==> config.mk <==
export PLATFORM = sky130hd
export DESIGN_NAME = signed_symbol_mapper_stream_flat
export DESIGN_NICKNAME = d
export VERILOG_FILES = /design/src/rtl/signed_symbol_mapper_stream_if.sv /design/src/rtl/signed_symbol_mapper_stream.sv /design/src/flat_wrapper.sv
export SDC_FILE = /design/constraint.sdc
export NUM_CORES = 1
export LEC_CHECK = 0
export ABC_AREA = 1
export CORE_ASPECT_RATIO = 1.2
export CORE_MARGIN = 4
export CORE_UTILIZATION = 40
export DETAILED_ROUTE_END_ITERATION = 12
export HOLD_SLACK_MARGIN = 0.05
export PLACE_DENSITY = 0.62
export SLEW_MARGIN = 20
export SYNTH_ARGS = -nofsm -noshare
export SYNTH_HDL_FRONTEND = slang
export SYNTH_SLANG_ARGS = --single-unit
==> constraint.sdc <==
create_clock -name clk -period 2.1 [get_ports clk]
set_input_delay 0.21 -clock clk [delete_from_list [all_inputs] [get_ports clk]]
set_output_delay 0.21 -clock clk [all_outputs]
set_load 0.005 [all_outputs]
==> src/rtl/signed_symbol_mapper_stream_if.sv <==
// rtl/signed_symbol_mapper_stream_if.sv - coefficient-in / symbol-out stream handshake bundle
interface signed_symbol_mapper_stream_if #(
  parameter int DATA_W = 20
);
  logic              s_valid;
  logic              s_ready;
  logic [DATA_W-1:0] s_data;
  logic              m_valid;
  logic              m_ready;
  logic [DATA_W-1:0] m_sym;
  logic              m_last;

  // Environment side: produces coefficients, consumes symbols
  modport master (
    output s_valid, s_data, m_ready,
    input  s_ready, m_valid, m_sym, m_last
  );

  // Mapper side: consumes coefficients, produces symbols
  modport slave (
    input  s_valid, s_data, m_ready,
    output s_ready, m_valid, m_sym, m_last
  );
endinterface

==> src/rtl/signed_symbol_mapper_stream.sv <==
// rtl/signed_symbol_mapper_stream.sv - streaming signed-to-symbol mapper with per-block saturating sum
module signed_symbol_mapper_stream #(
  parameter int DATA_W    = 20,
  parameter int SUM_W     = 24,
  parameter int BLOCK_LEN = 64
) (
  input  logic                clk,
  input  logic                reset_n,
  input  logic                clear,
  signed_symbol_mapper_stream_if.slave bus,
  output logic                sum_valid,
  output logic [SUM_W-1:0]    sum_data,
  output logic                sum_sat
);
  localparam int CNT_W = (BLOCK_LEN > 1) ? $clog2(BLOCK_LEN) : 1;
  localparam logic [CNT_W-1:0] LAST_IDX = CNT_W'(BLOCK_LEN - 1);
  localparam int PAD_W = SUM_W + 1 - DATA_W;

  logic [CNT_W-1:0]  idx;
  logic [SUM_W-1:0]  acc;
  logic              sat;

  logic              accept;
  logic              at_last;
  logic [DATA_W-1:0] sym;
  logic [SUM_W:0]    acc_wide;
  logic [SUM_W-1:0]  acc_clamped;
  logic              sat_next;

  // One output register: room exists when it is empty or draining this cycle; flush blocks input
  assign bus.s_ready = (!bus.m_valid || bus.m_ready) && !clear;
  assign accept      = bus.s_valid && bus.s_ready;
  assign at_last     = (idx == LAST_IDX);

  // Zig-zag map: 2v for v>=0, 2|v|-1 for v<0. The shift-and-xor form equals the
  // DATA_W+1-bit arithmetic result and always fits back in DATA_W bits.
  always_comb begin
    sym         = (bus.s_data << 1) ^ {DATA_W{bus.s_data[DATA_W-1]}};
    acc_wide    = {1'b0, acc} + {{PAD_W{1'b0}}, sym};
    acc_clamped = acc_wide[SUM_W] ? {SUM_W{1'b1}} : acc_wide[SUM_W-1:0];
    sat_next    = sat | acc_wide[SUM_W];
  end

  // Output register, block index, running sum and per-block sum report
  always_ff @(posedge clk or negedge reset_n) begin
    if (!reset_n) begin
      bus.m_valid <= 1'b0;
      bus.m_sym   <= '0;
      bus.m_last  <= 1'b0;
      idx         <= '0;
      acc         <= '0;
      sat         <= 1'b0;
      sum_valid   <= 1'b0;
      sum_data    <= '0;
      sum_sat     <= 1'b0;
    end else if (clear) begin
      // Flush the in-flight symbol and partial block; the last reported sum stays visible
      bus.m_valid <= 1'b0;
      bus.m_last  <= 1'b0;
      idx         <= '0;
      acc         <= '0;
      sat         <= 1'b0;
      sum_valid   <= 1'b0;
    end else begin
      sum_valid <= 1'b0;
      if (accept) begin
        bus.m_valid <= 1'b1;
        bus.m_sym   <= sym;
        bus.m_last  <= at_last;
        if (at_last) begin
          idx       <= '0;
          acc       <= '0;
          sat       <= 1'b0;
          sum_valid <= 1'b1;
          sum_data  <= acc_clamped;
          sum_sat   <= sat_next;
        end else begin
          idx <= idx + 1'b1;
          acc <= acc_clamped;
          sat <= sat_next;
        end
      end else if (bus.m_ready) begin
        bus.m_valid <= 1'b0;
        bus.m_last  <= 1'b0;
      end
    end
  end
endmodule
==> src/flat_wrapper.sv <==
// flat-port wrapper written by rule: the top's interface ports become plain ports
module signed_symbol_mapper_stream_flat 
#(
  parameter int DATA_W    = 20,
  parameter int SUM_W     = 24,
  parameter int BLOCK_LEN = 64
)
  (clk, reset_n, clear, sum_valid, sum_data, sum_sat, bus_s_valid, bus_s_data, bus_m_ready, bus_s_ready, bus_m_valid, bus_m_sym, bus_m_last);
  signed_symbol_mapper_stream_if #(.DATA_W(DATA_W)) bus_i ();
  input  logic clk;
  input  logic reset_n;
  input  logic clear;
  output logic sum_valid;
  output logic [SUM_W-1:0] sum_data;
  output logic sum_sat;
  input wire logic [$bits(bus_i.s_valid)-1:0] bus_s_valid;
  input wire logic [$bits(bus_i.s_data)-1:0] bus_s_data;
  input wire logic [$bits(bus_i.m_ready)-1:0] bus_m_ready;
  output wire logic [$bits(bus_i.s_ready)-1:0] bus_s_ready;
  output wire logic [$bits(bus_i.m_valid)-1:0] bus_m_valid;
  output wire logic [$bits(bus_i.m_sym)-1:0] bus_m_sym;
  output wire logic [$bits(bus_i.m_last)-1:0] bus_m_last;
  assign bus_i.s_valid = bus_s_valid;
  assign bus_i.s_data = bus_s_data;
  assign bus_i.m_ready = bus_m_ready;
  assign bus_s_ready = bus_i.s_ready;
  assign bus_m_valid = bus_i.m_valid;
  assign bus_m_sym = bus_i.m_sym;
  assign bus_m_last = bus_i.m_last;
  signed_symbol_mapper_stream #(.DATA_W(DATA_W), .SUM_W(SUM_W), .BLOCK_LEN(BLOCK_LEN)) u_core (.clk(clk), .reset_n(reset_n), .clear(clear), .bus(bus_i), .sum_valid(sum_valid), .sum_data(sum_data), .sum_sat(sum_sat));
endmodule
# [Word-level counts from Yosys, hierarchy flattened]
# Cells that the tools add are included.
[totals] ff_bits=79 output_inout_bits=49 input_bits=25 wordCells=42
[op_classes] n_mux=18 eq_ne=1 add_sub_neg=2 n_bitwise=3 reduce_logical=9
[ops] cell="24-bit two-way mux" count=4
[ops] cell="24-bit by 20-bit adder with 25-bit output" count=1
[ops] cell="20-bit bitwise XOR" count=1
[ops] cell="6-bit two-way mux" count=3
[ops] cell="1-bit two-way mux" count=11
[ops] cell="6-bit by 1-bit adder with 6-bit output (second input constant)" count=1
[ops] cell="6-bit == test (second input constant)" count=1
[ops] cell="3-bit AND reduction" count=1
[ops] cell="3-bit nonzero test" count=1
[ops] cell="1-bit logical AND" count=2
[ops] cell="1-bit logical NOT" count=2
[ops] cell="2-bit AND reduction" count=1
[ops] cell="2-bit nonzero test" count=1
[ops] cell="1-bit logical OR" count=1
[ops] cell="1-bit inverter" count=1
[ops] cell="1-bit bitwise OR" count=1

# [Longest topological paths before layout]
[depth] ltp_word=6 ltp_mapped=16 depth_no_buf=15

# [Least setup slack after synthesis]
# Ideal clock, no wire load.
[synth_timing] path_kind="input to register" start="in bus_s_data[19]" end="reg u_core.acc[19]" path_buffers=2 required_ns=1.983 slack_ns=0.092 t_arrival_ns=1.891 setup_ns=0.117 stages=16 path_cell_list="buf_2 xor2_1 ha_1 nand2_2 inv_1 nand2_1 nand2_1 nand2_1 nand2_1 nand2_2 nand2_1 nor2_2 buf_6 nand3_2 nand2_1 nand2_1"
[synth_between] elab_chain_cells=6
[synth_lines] element="start, declared" line="flat_wrapper.sv:17" rtl="input wire logic [$bits(bus_i.s_data)-1:0] bus_s_data;"
[synth_lines] element="20-bit bitwise XOR" line="signed_symbol_mapper_stream.sv:38" rtl="sym = (bus.s_data << 1) ^ {DATA_W{bus.s_data[DATA_W-1]}};"
[synth_lines] element="net u_core.sym[11]" line="signed_symbol_mapper_stream.sv:25" rtl="logic [DATA_W-1:0] sym;"
[synth_lines] element="24-bit by 20-bit adder with 25-bit output" line="signed_symbol_mapper_stream.sv:39" rtl="acc_wide = {1'b0, acc} + {{PAD_W{1'b0}}, sym};"
[synth_lines] element="24-bit two-way mux" line="signed_symbol_mapper_stream.sv:40" rtl="acc_clamped = acc_wide[SUM_W] ? {SUM_W{1'b1}} : acc_wide[SUM_W-1:0];"
[synth_lines] element="24-bit two-way mux" line="signed_symbol_mapper_stream.sv:70" rtl="if (at_last) begin"
[synth_lines] element="24-bit two-way mux" line="signed_symbol_mapper_stream.sv:66" rtl="if (accept) begin"
[synth_lines] element="24-bit two-way mux" line="signed_symbol_mapper_stream.sv:56" rtl="end else if (clear) begin"
[synth_lines] element="end signal, assigned" line="signed_symbol_mapper_stream.sv:79" rtl="acc <= acc_clamped;"
[synth_lines] element="end, declared" line="signed_symbol_mapper_stream.sv:20" rtl="logic [SUM_W-1:0] acc;"
# The timed path passes the listed nets, and every way through them passes these cells. The select of a mux whose other input is x is not followed.
# A chain may end at the register's enable or synchronous reset.

# [Final worst setup path]
[layout_timing] start="reg u_core.acc[0]" end="reg u_core.sum_data[18]"
[layout_between] elab_chain_cells=2
[layout_lines] element="24-bit by 20-bit adder with 25-bit output" line="signed_symbol_mapper_stream.sv:39"
[layout_lines] element="24-bit two-way mux" line="signed_symbol_mapper_stream.sv:40"
[layout_lines] element="end signal, assigned" line="signed_symbol_mapper_stream.sv:75" rtl="sum_data <= acc_clamped;"
[layout_lines] element="end, declared" line="signed_symbol_mapper_stream.sv:12" rtl="output logic [SUM_W-1:0] sum_data,"
# No other way between the ends.

==> results.yml <==
synth:
  synthesis.instances: 736
  syn_nets: 784
  yosys_cell_types: 35
  synth_warn: 0
  synth_sequential_area_ratio_pct: 38.4
  dominantRegCellSynth: "sky130_fd_sc_hd__dfrtp_1"
  post_synth.cell_area_avg_um2: 7.00
  post_synthesis_instance_area_mm2: 0.00515
  synth_edf_count: 0
  synth.ff_latch_count: 79
  ys_async_sr_fraction_pct: 100
critical_path:
  worst-endpoint-arrival_ns: 2.30
  worst_ep_required_time_ns: 2.34
  critical_path_peak_fanout: 4
  setup.worst_path.start_class: "register"
  type_of_the_worst_setup_path: "register to register"
  crit_path_end_kind: "register"
grt:
  first_global_vias: 5171
  first_pass_grt_wire_length_um: 27100
  global_route.usage.total_pct: 23.3
  antenna_found_initial: 0
  maximum_number_of_pins_on_one_net_before_global_route_repair: 49
  grt.overflow.total: 0
timing:
  final.period_utilization_pct: 98.2
  fin_worst_skew_ns: 0.00802
  report.final.slew_viol_count: 0
  hold_viol: 0
  relSlewSlack_pct: 62.8
  final-setup-viol-count: 0
  grt_setup_unrepaired: "yes"
  fin_crit_ns: 2.06
  max_slew.worst_pin.slew_ns: 0.557
  maxClockFrequency_mhz: 485
place:
  placement.cell_area_mm2: 0.00671
  final_hpwl_dp_um: 12900
  io_buffer_count: 73
  gpl_wtd_cong: 0.979
run_status:
  status: "completed"
drt:
  post_drt_via_cell_ratio: 4.84
  drt_drc_violations_left: 0
  routed_wirelength_um: 17300
  routedWlPerCell_um: 16.0
  detail_route.first_pass.iterations: 6
  num_vias: 5238
  route.antenna.remaining_nets: 0
  detail_route.iter0.violations: 309
clocking:
  numCtsBuffers: 9
  cts.path.max_buffers: 2
  tritoncts: "built"
  worst_setup_hold_path_clk_slew_ns: 0.06
  clock_latency_at_the_later_pin_of_the_worst_skew_pair_ns: 0.34
  cts.root.buffer_cell: "sky130_fd_sc_hd__clkbuf_16"
  cts-htree-levels: 3
  cts_sinks: 79
final_layout:
  area_growth_syn_to_layout_pct: 55.2
  finalInstanceArea_mm2: 0.00799
  nets_final: 962
  most_frequent_cells_in_the_layout: "sky130_fd_sc_hd__nand2_1 (275), sky130_fd_sc_hd__buf_4 (100), sky130_fd_sc_hd__inv_1 (85)"
  layout-drive-gt1-share_pct: 33.5
  antenna-diode-count: 0
  mostFrequentLayoutCell: "sky130_fd_sc_hd__nand2_1"
power_and_ir_drop:
  vdd_ir_drop_max_mv: 0.549
  power.density_cell_area_mw_per_mm2: 851
  p_total_mw: 6.80
  power_leakage_nw: 4.29
flow_run:
  max_capacitance_violation_count: 0
floorplan:
  design.portCount: 74
  row_count: 45
  core_mm2: 0.0126
  die_w_um: 112
  die_height_um: 132
  die_area_mm2: 0.0148
  initial_utilization_pct: 40.8
worst_hold_path:
  hold_path.class: "primary input to register"
[through the flow]
| stage | hold slack, ns | util (%) | instances | worst slack [ns] | setup TNS [ns] |
|---|---|---|---|---|---|
| after floorplan | -0.0856 | - | 736 | 0.0924 | 0 |
| after global placement | 0.191 | 53.2 | 1049 | -0.828 | -37.84 |
| after CTS | 0.373 | 58.9 | 1076 | -0.000174 | -0.000174 |
| after detailed placement | 0.193 | 53.2 | 1049 | -0.833 | -38.88 |
| final | 0.230 | 63.4 | 1083 | 0.0370 | 0 |
| after global routing | 0.269 | 63.4 | 1083 | -0.0637 | -0.555 |
[path summary, 6_finish.rpt]
kind                                                     to  cells after the start                             start  slack (ns)
setup reg to reg            u_core.sum_data[18]$_DFFE_PN0P_                     15         u_core.acc[0]$_DFFE_PN0P_        0.04
min in group asynchronous    u_core.bus.m_valid$_DFFE_PN0P_                      2                           reset_n        0.37
hold reg to reg            u_core.bus.m_sym[15]$_DFFE_PN0P_                      2  u_core.bus.m_sym[15]$_DFFE_PN0P_        0.48
setup / recovery            u_core.sum_data[18]$_DFFE_PN0P_                     15         u_core.acc[0]$_DFFE_PN0P_        0.04
max in group asynchronous        u_core.acc[13]$_DFFE_PN0P_                      3                           reset_n        1.12
hold / removal             u_core.bus.m_sym[16]$_DFFE_PN0P_                      4                    bus_s_data[15]        0.23
[area by class of cell]
| type | instances | area [um^2] |
|---|---|---|
| Fill cell | 1138 | 4620 |
| Multi-Input combinational cell | 534 | 3420 |
| Sequential cell | 79 | 1980 |
| Timing Repair Buffer | 184 | 1670 |
| Inverter | 106 | 398 |
| Clock buffer | 10 | 229 |
| Tap cell | 164 | 205 |
| Clock inverter | 6 | 91.3 |
[cell families after synthesis]
group,after synthesis,synth area share [%]
compound gates,59,6.88
xor+xnor,27,4.59
fa+ha+maj,23,5.73
buf+inv,124,9.91
flops,79,38.4
simple gates,424,34.5
[per-layer routing]
layer	vias to the layer above	GRT usage (%)	routed length [um]
met5	-	0	0
met4	0	8.05	426
met3	26	3.49	599
met2	126	43.0	9230
met1	2489	27.2	7030
li1	2597	-	-
[Yosys cell counts, drive strengths merged (2+ instances only)]
cell	count	share of area, %
ha	22	5.3
clkbuf	2	0.15
o21ai	39	4.6
inv	106	7.7
a21oi	13	1.3
nor3	3	0.61
a31oi	3	0.36
xnor2	2	0.34
dfrtp	79	38
nand3b	2	0.29
xor2	25	4.3
nand3	34	3.9
nand4	5	0.61
nand2	329	24
nor2	49	4.5
buf	16	2.0
[power breakdown]
part	total, mW	internal (mW)	switching [mW]
sequential	1.87	1.70	0.171
clock	1.72	1.05	0.670
combinational	3.21	1.50	1.71
total	6.80	4.25	2.55
[critical path, cell delays in order (launching register included)]
cell                      delay, ns
sky130_fd_sc_hd__dfrtp_1       0.40
sky130_fd_sc_hd__ha_2          0.20
sky130_fd_sc_hd__inv_2         0.06
sky130_fd_sc_hd__fa_2          0.21
sky130_fd_sc_hd__inv_2         0.05
sky130_fd_sc_hd__nand3_2       0.06
sky130_fd_sc_hd__nand3_2       0.09
sky130_fd_sc_hd__nand2_2       0.09
sky130_fd_sc_hd__nand2_4       0.07
sky130_fd_sc_hd__nand2_4       0.09
sky130_fd_sc_hd__inv_2         0.05
sky130_fd_sc_hd__nor2_4        0.21
sky130_fd_sc_hd__buf_6         0.18
sky130_fd_sc_hd__nand3_4       0.10
sky130_fd_sc_hd__nand2_1       0.07
sky130_fd_sc_hd__nand2_1       0.04
[sequential cells by signal (all words and copies together), names as in the netlist]
register            count
u_core.bus.m_sym       20
u_core.sum_data        24
u_core.bus.m_last       1
u_core.sat              1
u_core.sum_sat          1
u_core.bus.m_valid      1
u_core.sum_valid        1
u_core.acc             24
u_core.idx              6
[timing repair]
item | in CTS | in global routing
hold endpoints to repair | 31 | 0
setup endpoints to repair | 50 | 50
pin swaps | 20 | 40
setup buffers | 8 | 7
cloned | 2 | 0
gates resized for setup | 61 | 114
hold buffers | 1 | 0
Note: power is estimated with default switching activity, not from simulation.
